`config.mk`:
```
export PLATFORM = sky130hd
export DESIGN_NAME = mem_access_stage
export DESIGN_NICKNAME = d
export VERILOG_FILES = /design/src/rtl/mem_access_stage.sv
export SDC_FILE = /design/constraint.sdc
export NUM_CORES = 1
export LEC_CHECK = 0
export BUFFER_PORTS_ARGS = -buffer_cell sky130_fd_sc_hd__buf_2
export CAP_MARGIN = 15
export CORE_MARGIN = 2
export CORE_UTILIZATION = 40
export CTS_CLUSTER_DIAMETER = 50
export DETAILED_ROUTE_END_ITERATION = 7
export PLACE_DENSITY = 0.75
export SLEW_MARGIN = 0
export SYNTH_ARGS = -nofsm -noshare
export SYNTH_HDL_FRONTEND = slang
export SYNTH_SLANG_ARGS = --single-unit
export TNS_END_PERCENT = 30
```
`constraint.sdc`:
```
create_clock -name Clk -period 3.4 [get_ports Clk]
set_input_delay 0.51 -clock Clk [delete_from_list [all_inputs] [get_ports Clk]]
set_output_delay 0.51 -clock Clk [all_outputs]
set_load 0.03 [all_outputs]
```
`src/rtl/mem_access_stage.sv`:
```
// mem_access_stage: RV32I memory-access pipeline stage with wait-state handling and a bus timeout.
// Ports:
//   Clk, Reset                     - rising-edge clock, synchronous active-high reset
//   EX_Mem_wr_en / EX_Mem_rd_en    - store / load request from execute
//   EX_Mem_op                      - funct3 access size and signedness
//   EX_ALU_result, EX_Rs2_data     - effective address (or ALU result), store data
//   EX_MemToReg, EX_RegFile_wr_en, EX_Rd_addr - writeback control from execute
//   DMem_*                         - data memory request/response bus
//   MEM_Stall                      - holds execute and upstream stages
//   MEM_RegFile_wr_en, MEM_Rd_addr, MEM_Rd_data - registered writeback/forwarding
//   MEM_Misaligned, MEM_Bus_err    - one-cycle exception pulses
module mem_access_stage #(
    parameter int unsigned MEM_TIMEOUT = 15
) (
    input  logic        Clk,
    input  logic        Reset,
    input  logic        EX_Mem_wr_en,
    input  logic        EX_Mem_rd_en,
    input  logic [2:0]  EX_Mem_op,
    input  logic [31:0] EX_ALU_result,
    input  logic [31:0] EX_Rs2_data,
    input  logic        EX_MemToReg,
    input  logic        EX_RegFile_wr_en,
    input  logic [4:0]  EX_Rd_addr,
    output logic        DMem_req,
    output logic        DMem_we,
    output logic [31:0] DMem_addr,
    output logic [31:0] DMem_wdata,
    output logic [3:0]  DMem_be,
    input  logic        DMem_ack,
    input  logic [31:0] DMem_rdata,
    output logic        MEM_Stall,
    output logic        MEM_RegFile_wr_en,
    output logic [4:0]  MEM_Rd_addr,
    output logic [31:0] MEM_Rd_data,
    output logic        MEM_Misaligned,
    output logic        MEM_Bus_err
);
    localparam logic [7:0] TIMEOUT = 8'(MEM_TIMEOUT);
    typedef enum logic {IDLE, BUSY} state_t;
    state_t      r_state;
    logic [7:0]  r_cnt;
    logic        r_wr_en;
    logic [4:0]  r_rd_addr;
    logic [31:0] r_rd_data;
    logic        r_mis;
    logic        r_berr;
    logic [1:0]  w_lane;
    logic        w_mem;
    logic        w_aligned;
    logic        w_access;
    logic        w_timeout;
    logic        w_done;
    logic [31:0] w_shift;
    logic [31:0] w_load;
    always_comb begin
        w_lane     = EX_ALU_result[1:0];
        w_mem      = EX_Mem_rd_en | EX_Mem_wr_en;
        w_aligned  = (EX_Mem_op[1:0] == 2'b00) ? 1'b1 :
                     (EX_Mem_op[1:0] == 2'b01) ? !w_lane[0] : (w_lane == 2'b00);
        w_access   = w_mem & w_aligned;
        DMem_req   = w_access & !Reset;
        DMem_we    = EX_Mem_wr_en;
        DMem_addr  = {EX_ALU_result[31:2], 2'b00};
        DMem_be    = (EX_Mem_op[1:0] == 2'b00) ? 4'b0001 << w_lane :
                     (EX_Mem_op[1:0] == 2'b01) ? 4'b0011 << w_lane : 4'b1111;
        DMem_wdata = (EX_Mem_op[1:0] == 2'b00) ? {4{EX_Rs2_data[7:0]}} :
                     (EX_Mem_op[1:0] == 2'b01) ? {2{EX_Rs2_data[15:0]}} : EX_Rs2_data;
        // The last allowed wait cycle releases the stall even without an ack.
        w_timeout  = (r_state == BUSY) && (r_cnt == TIMEOUT) && !DMem_ack;
        MEM_Stall  = DMem_req & !DMem_ack & !w_timeout;
        w_done     = w_access & DMem_ack;
        w_shift    = DMem_rdata >> {w_lane, 3'b000};
        w_load     = (EX_Mem_op == 3'b000) ? {{24{w_shift[7]}}, w_shift[7:0]} :
                     (EX_Mem_op == 3'b001) ? {{16{w_shift[15]}}, w_shift[15:0]} :
                     (EX_Mem_op == 3'b100) ? {24'd0, w_shift[7:0]} :
                     (EX_Mem_op == 3'b101) ? {16'd0, w_shift[15:0]} : DMem_rdata;
    end
    always_ff @(posedge Clk) begin
        if (Reset) begin
            r_state   <= IDLE;
            r_cnt     <= '0;
            r_wr_en   <= 1'b0;
            r_rd_addr <= '0;
            r_rd_data <= '0;
            r_mis     <= 1'b0;
            r_berr    <= 1'b0;
        end else begin
            r_mis   <= w_mem & !w_aligned;
            r_berr  <= w_access & w_timeout;
            // Any stalled cycle is a wait cycle: the first one moves IDLE->BUSY with count 1.
            r_state <= MEM_Stall ? BUSY : IDLE;
            r_cnt   <= MEM_Stall ? r_cnt + 8'd1 : '0;
            if (!w_mem || w_done) begin
                r_wr_en   <= EX_RegFile_wr_en & !EX_Mem_wr_en;
                r_rd_addr <= EX_Rd_addr;
                r_rd_data <= EX_MemToReg ? w_load : EX_ALU_result;
            end else begin
                r_wr_en   <= 1'b0;
            end
        end
    end
    assign MEM_RegFile_wr_en = r_wr_en;
    assign MEM_Rd_addr       = r_rd_addr;
    assign MEM_Rd_data       = r_rd_data;
    assign MEM_Misaligned    = r_mis;
    assign MEM_Bus_err       = r_berr;
endmodule
```
After elaboration in Yosys (flattened, before gate mapping)
Index checks and enable logic that the tools add are counted.
- register bits after elaboration: 49
- input port bits: 111
- output and inout bits: 111
- logic and storage cells: 54
- add/subtract/negate cells: 1
- equal/unequal tests: 5
- shifts and indexed selects: 3
- mux-type cells: 12
- bitwise logic cells: 11
- reduce and logical (&&, ||, !) cells: 15
- operators by type and width (cell ; number):
    $mux W32 ; 7
    $shr A32 B5 Y16 ; 1
    $add A8 B1 Y8 const B ; 1
    $and A1 B1 Y1 ; 8
    $eq A8 B4 Y1 const B ; 1
    $mux W4 ; 2
    $logic_not A1 Y1 ; 7
    $eq A3 B3 Y1 const B ; 2
    $logic_not A2 Y1 ; 2
    $reduce_or A2 Y1 ; 2
    $shl A1 B2 Y4 const A ; 1
    $shl A2 B2 Y4 const A ; 1
    $eq A3 B1 Y1 const B ; 1
    $logic_not A3 Y1 ; 1
    $mux W1 ; 3
    $eq A2 B1 Y1 const B ; 1
    $logic_and A1 B1 Y1 ; 2
    $not A1 Y1 ; 2
    $logic_or A1 B1 Y1 ; 1
    $or A1 B1 Y1 ; 1

Longest topological paths before layout
- depth in word-level cells: 9
- depth in mapped cells: 10
- mapped depth without buffers: 6

Worst setup path after synthesis
OpenSTA, ideal clock, no wires.
- path kind: in2out
- from: in EX_ALU_result[1]
- to: out MEM_Stall
- data arrival time: 2.270 ns
- data required time: 2.890 ns
- slack: 0.620 ns
- stages on the path: 9
- buffers on the path: 3
- cell sequence: buf_2 inv_1 clkbuf_1 ha_1 nand2b_1 o2111ai_1 or3_1 clkbuf_1 inv_1
- word-level cells in the longest chain between the ends: 7
- ends and longest elaborated chain (element ; line ; text):
    start, declared ; 20 ; input logic [31:0] EX_ALU_result,
    $logic_not A2 Y1 ; 60 ; (EX_Mem_op[1:0] == 2'b01) ? !w_lane[0] : (w_lane == 2'b00);
    $mux W1 ; 60 ;
    $mux W1 ; 59 ; w_aligned = (EX_Mem_op[1:0] == 2'b00) ? 1'b1 :
    $and A1 B1 Y1 ; 61 ; w_access = w_mem & w_aligned;
    $and A1 B1 Y1 ; 62 ; DMem_req = w_access & !Reset;
    $and A1 B1 Y1 (2 in series) ; 71 ; MEM_Stall = DMem_req & !DMem_ack & !w_timeout;
    end, declared ; 32 ; output logic MEM_Stall,
No other way between the ends.

Worst setup path after layout
Ends and elaborated chain as after synthesis.

==> tab_implementation.tex <==
\begin{tabular}{lr}
\hline
Metric & Value \\
\hline
\multicolumn{2}{l}{\textbf{Timing}} \\
\quad Worst-case headroom to the max-slew limit & 32.39\% \\
\quad Tightest Pin Transition & 1014 ps \\
\quad Peak clock frequency supported by timing & 349.1 MHz \\
\quad Final Slew Violations & 0 \\
\quad Number of endpoints with negative hold slack in the final report & 0 \\
\quad Setup repair after global routing missed its margin & no \\
\quad Final critical-path required period & 2865 ps \\
\quad Total of endpoints with negative setup slack in the final report & 0 \\
\quad Post-route setup TNS & 0 ps \\
\quad Fin crit share & 84.26\% \\
\quad Post-Route Skew & 0.8034 ps \\
\multicolumn{2}{l}{\textbf{Clocking}} \\
\quad Clock tree sinks & 49 \\
\quad Clock root buffer & sky130\_fd\_sc\_hd\_\_clkbuf\_8 \\
\quad Clock buffer count from CTS & 5 \\
\quad H-tree levels & 2 \\
\quad TritonCTS clock tree & yes \\
\quad Clk\_lat worst skew & 310 ps \\
\quad Count of hold-fix buffers inserted at cts & 0 \\
\quad Number of buffers added for setup after CTS & 0 \\
\quad Clock transition at path regs & 110 ps \\
\quad Number of cells upsized or downsized after cts & 0 \\
\quad Max Root-Sink Buffers & 2 \\
\multicolumn{2}{l}{\textbf{Pwr}} \\
\quad Static power due to leakage & 2.288 nW \\
\quad Pwr per Cell Area & 357.4 nW/µm² \\
\quad Highest ir drop seen on vdd & 0.1819 mV \\
\multicolumn{2}{l}{\textbf{GRT}} \\
\quad Pin count of the biggest net entering global routing & 58 \\
\quad Number of antenna violations at the first check in global routing & 0 \\
\quad Global-route congestion overflow total & 0 \\
\quad Global routing usage summed across all routing layers & 21.99\% \\
\quad First-pass GRT wire length & 17.80 mm \\
\quad Via count of the first global-routing pass & 3745 \\
\multicolumn{2}{l}{\textbf{Yosys}} \\
\quad Sequential area share after synthesis & 26.21\% \\
\quad Netlist area before placement & 3742 µm² \\
\quad Multiplexer share of the synthesized area & 14.34\% \\
\quad Number of enable flip-flop cells after synthesis & 0 \\
\quad Synthesized-area fraction occupied by ao, oa, aoi and oai cells & 19.69\% \\
\quad Xor/xnor cell area share of the yosys netlist & 1.638\% \\
\quad Dominant combinational cell family by area after synthesis & simple AND/OR/NAND/NOR gates \\
\quad Most instantiated flip-flop cell in the synthesis netlist & sky130\_fd\_sc\_hd\_\_dfxtp\_1 \\
\quad Yosys warning count & 0 \\
\quad Basic-gate share of the synthesized area counting and, or, nand and nor cells & 22.67\% \\
\quad Gate count of the mapped netlist & 459 \\
\quad Yosys cell types & 50 \\
\quad Synthesis-stage register bit count & 49 \\
\quad Fraction of registers with async set/reset & 0\% \\
\quad Avg Cell Area, Syn & 8.153 µm² \\
\quad Area share of fa/ha/maj cells after synthesis & 1.672\% \\
\multicolumn{2}{l}{\textbf{Place}} \\
\quad Routability Congestion & 0.8163 \\
\quad Final HPWL from detailed placement & 9.117 mm \\
\quad Number of cells in the design after placement & 715 \\
\quad Placement-stage cell area & 4551 µm² \\
\quad Number of port buffers & 219 \\
\multicolumn{2}{l}{\textbf{Route}} \\
\quad WL per Instance & 16.50 µm \\
\quad Antenna Violating Nets Remaining & 0 \\
\quad First-pass detailed-route iteration total & 4 \\
\quad Drt via density & 5.396 \\
\quad Total DRC errors in the routed layout & 0 \\
\quad Total wirelength of the detailed-routed design & 11.93 mm \\
\quad Iteration-0 DRC Markers & 140 \\
\quad Vias after detailed routing & 3901 \\
\multicolumn{2}{l}{\textbf{Floorplanning}} \\
\quad Standard-cell rows & 35 \\
\quad Ports & 222 \\
\quad Vert. Die Dim & 100.7 µm \\
\quad Die extent in x & 100.7 µm \\
\quad Area of the placeable core & 9153 µm² \\
\quad Starting density of the core & 40.89\% \\
\quad Die footprint & 10150 µm² \\
\multicolumn{2}{l}{\textbf{Finish}} \\
\quad Non-filler cells in the finished layout & 723 \\
\quad Synth-to-Final Area Change & 24.11\% \\
\quad Layout cell share with drive strength beyond 1 & 46.73\% \\
\quad Most common library cell in the layout ignoring fill and taps & sky130\_fd\_sc\_hd\_\_buf\_2 \\
\quad Commonest cells after routing, fill and taps aside & 219 x sky130\_fd\_sc\_hd\_\_buf\_2, 49 x sky130\_fd\_sc\_hd\_\_dfxtp\_1, 45 x sky130\_fd\_sc\_hd\_\_nand2\_1, 34 x sky130\_fd\_sc\_hd\_\_nor2\_1, 30 x sky130\_fd\_sc\_hd\_\_mux2i\_1 \\
\quad Final Net Count & 727 \\
\quad Post-route design area & 4644 µm² \\
\quad Number of antenna repair diodes & 0 \\
\multicolumn{2}{l}{\textbf{Critical path}} \\
\quad Delay contributed by the slowest stage of the critical path & 550 ps \\
\quad Sort of element at the start of the critical path & input pin \\
\quad Chain of cells forming the critical path & buf\_2 > inv\_1 > ha\_1 > nand2b\_1 > o2111ai\_1 > or3\_1 > inv\_1 > buf\_2 \\
\quad Slowest library cell on the worst path & sky130\_fd\_sc\_hd\_\_or3\_1 \\
\quad Data arrival time of the critical path & 2350 ps \\
\quad Largest fanout on the critical path & 12 \\
\quad Worst setup EP type & primary output \\
\quad Req. time, crit path & 2890 ps \\
\quad Worst setup path category & input pin to primary output \\
\multicolumn{2}{l}{\textbf{Outcome}} \\
\quad Result of the run & complete, no violations \\
\multicolumn{2}{l}{\textbf{Run}} \\
\quad Count of max-cap constraint violations & 0 \\
\multicolumn{2}{l}{\textbf{Min path}} \\
\quad Class of the tightest hold or removal check & input pin to flop \\
\hline
\end{tabular}
metal layers:
metal / GRT usage (%) / up-vias / wire (µm)
li1: - / 1897 / -
met1: 25.11 / 1834 / 4737
met2: 41.85 / 160 / 6327
met3: 3.606 / 10 / 724
met4: 5.901 / 0 / 141
met5: 0 / - / 0
sequential cells by signal (all words and copies together), names as in the netlist:
| signal | cells |
|---|---|
| MEM_Misaligned | 1 |
| r_state | 1 |
| r_cnt | 8 |
| MEM_Rd_addr | 5 |
| MEM_Rd_data | 32 |
| MEM_Bus_err | 1 |
| MEM_RegFile_wr_en | 1 |
stage by stage:
step	hold slack, ps	util [%]	setup slack [ps]	power (mW)
5_1_grt	432.1	50.75	311.7	1.742
6_report	419.3	50.75	535.2	1.660
2_1_floorplan	417.5	-	620.4	1.122
3_3_place_gp	434.8	49.72	622.3	1.292
4_1_cts	422.5	50.75	532.7	1.673
3_5_place_dp	441.7	49.72	535.2	1.305
critical path, delay by kind of cell:
kind,cells,cell delay (ps)
AO/OA/AOI/OAI,1,180
buffers and inverters,4,710
adder cells (fa/ha/maj),1,230
AND/OR/NAND/NOR,2,730
logic make-up (layout without fill, tap and decap cells):
group           after synthesis  after routing
other cells                   1              2
xor+xnor                      7              7
compound gates               93             93
mux                          51             51
flops                        49             49
buf+inv                      89            241
fa+ha+maj                     5              5
simple gates                164            164
report_power, final:
| group | switching [mW] | internal [mW] | total [mW] | leakage, nW |
|---|---|---|---|---|
| clock | 0.219 | 0.149 | 0.368 | 0.0447 |
| sequential | 0.0205 | 0.615 | 0.635 | 0.403 |
| combinational | 0.424 | 0.233 | 0.657 | 1.84 |
| total | 0.663 | 0.997 | 1.66 | 2.29 |
cells in the mapped netlist (all sizes together), types with 3 or more instances:
| cell | number | area, µm² |
|---|---|---|
| mux2 | 21 | 236.5 |
| nor3 | 13 | 65.06 |
| dfxtp | 49 | 980.9 |
| mux2i | 30 | 300.3 |
| o221ai | 3 | 26.28 |
| buf | 49 | 360.4 |
| a21oi | 10 | 50.05 |
| and3 | 16 | 100.1 |
| a22oi | 4 | 30.03 |
| nand3b | 4 | 30.03 |
| nand2b | 13 | 81.33 |
| nor2 | 34 | 127.6 |
| a311oi | 9 | 78.83 |
| a211oi | 19 | 192.7 |
| or2 | 17 | 106.4 |
| ha | 5 | 62.56 |
| inv | 8 | 30.03 |
| clkbuf | 32 | 121.4 |
| a32o | 12 | 120.1 |
| and3b | 8 | 70.07 |
| nand2 | 45 | 168.9 |
| o211ai | 4 | 30.03 |
| o21ai | 19 | 95.09 |
| xor2 | 3 | 26.28 |
| xnor2 | 4 | 35.03 |
layout make-up:
class | count | area, µm²
flip-flops and latches | 49 | 980.9
multi-input cells | 322 | 2260
clock buffers | 5 | 68.82
repair buffers | 225 | 1141
clock inverters | 3 | 25.02
well taps | 111 | 138.9
inverters | 8 | 30.03
fillers | 906 | 4508
worst paths after layout:
kind | from | end | slack [ps] | cells past startpoint
max | EX_ALU_result[1] | MEM_Stall | 540 | 8
max reg2reg | r_cnt[0] | r_cnt[5] | 1790 | 5
min | EX_Mem_wr_en | MEM_RegFile_wr_en | 420 | 2
min reg2reg | MEM_Rd_data[7] | MEM_Rd_data[7] | 460 | 2
Power figures use the tool's default switching activity.
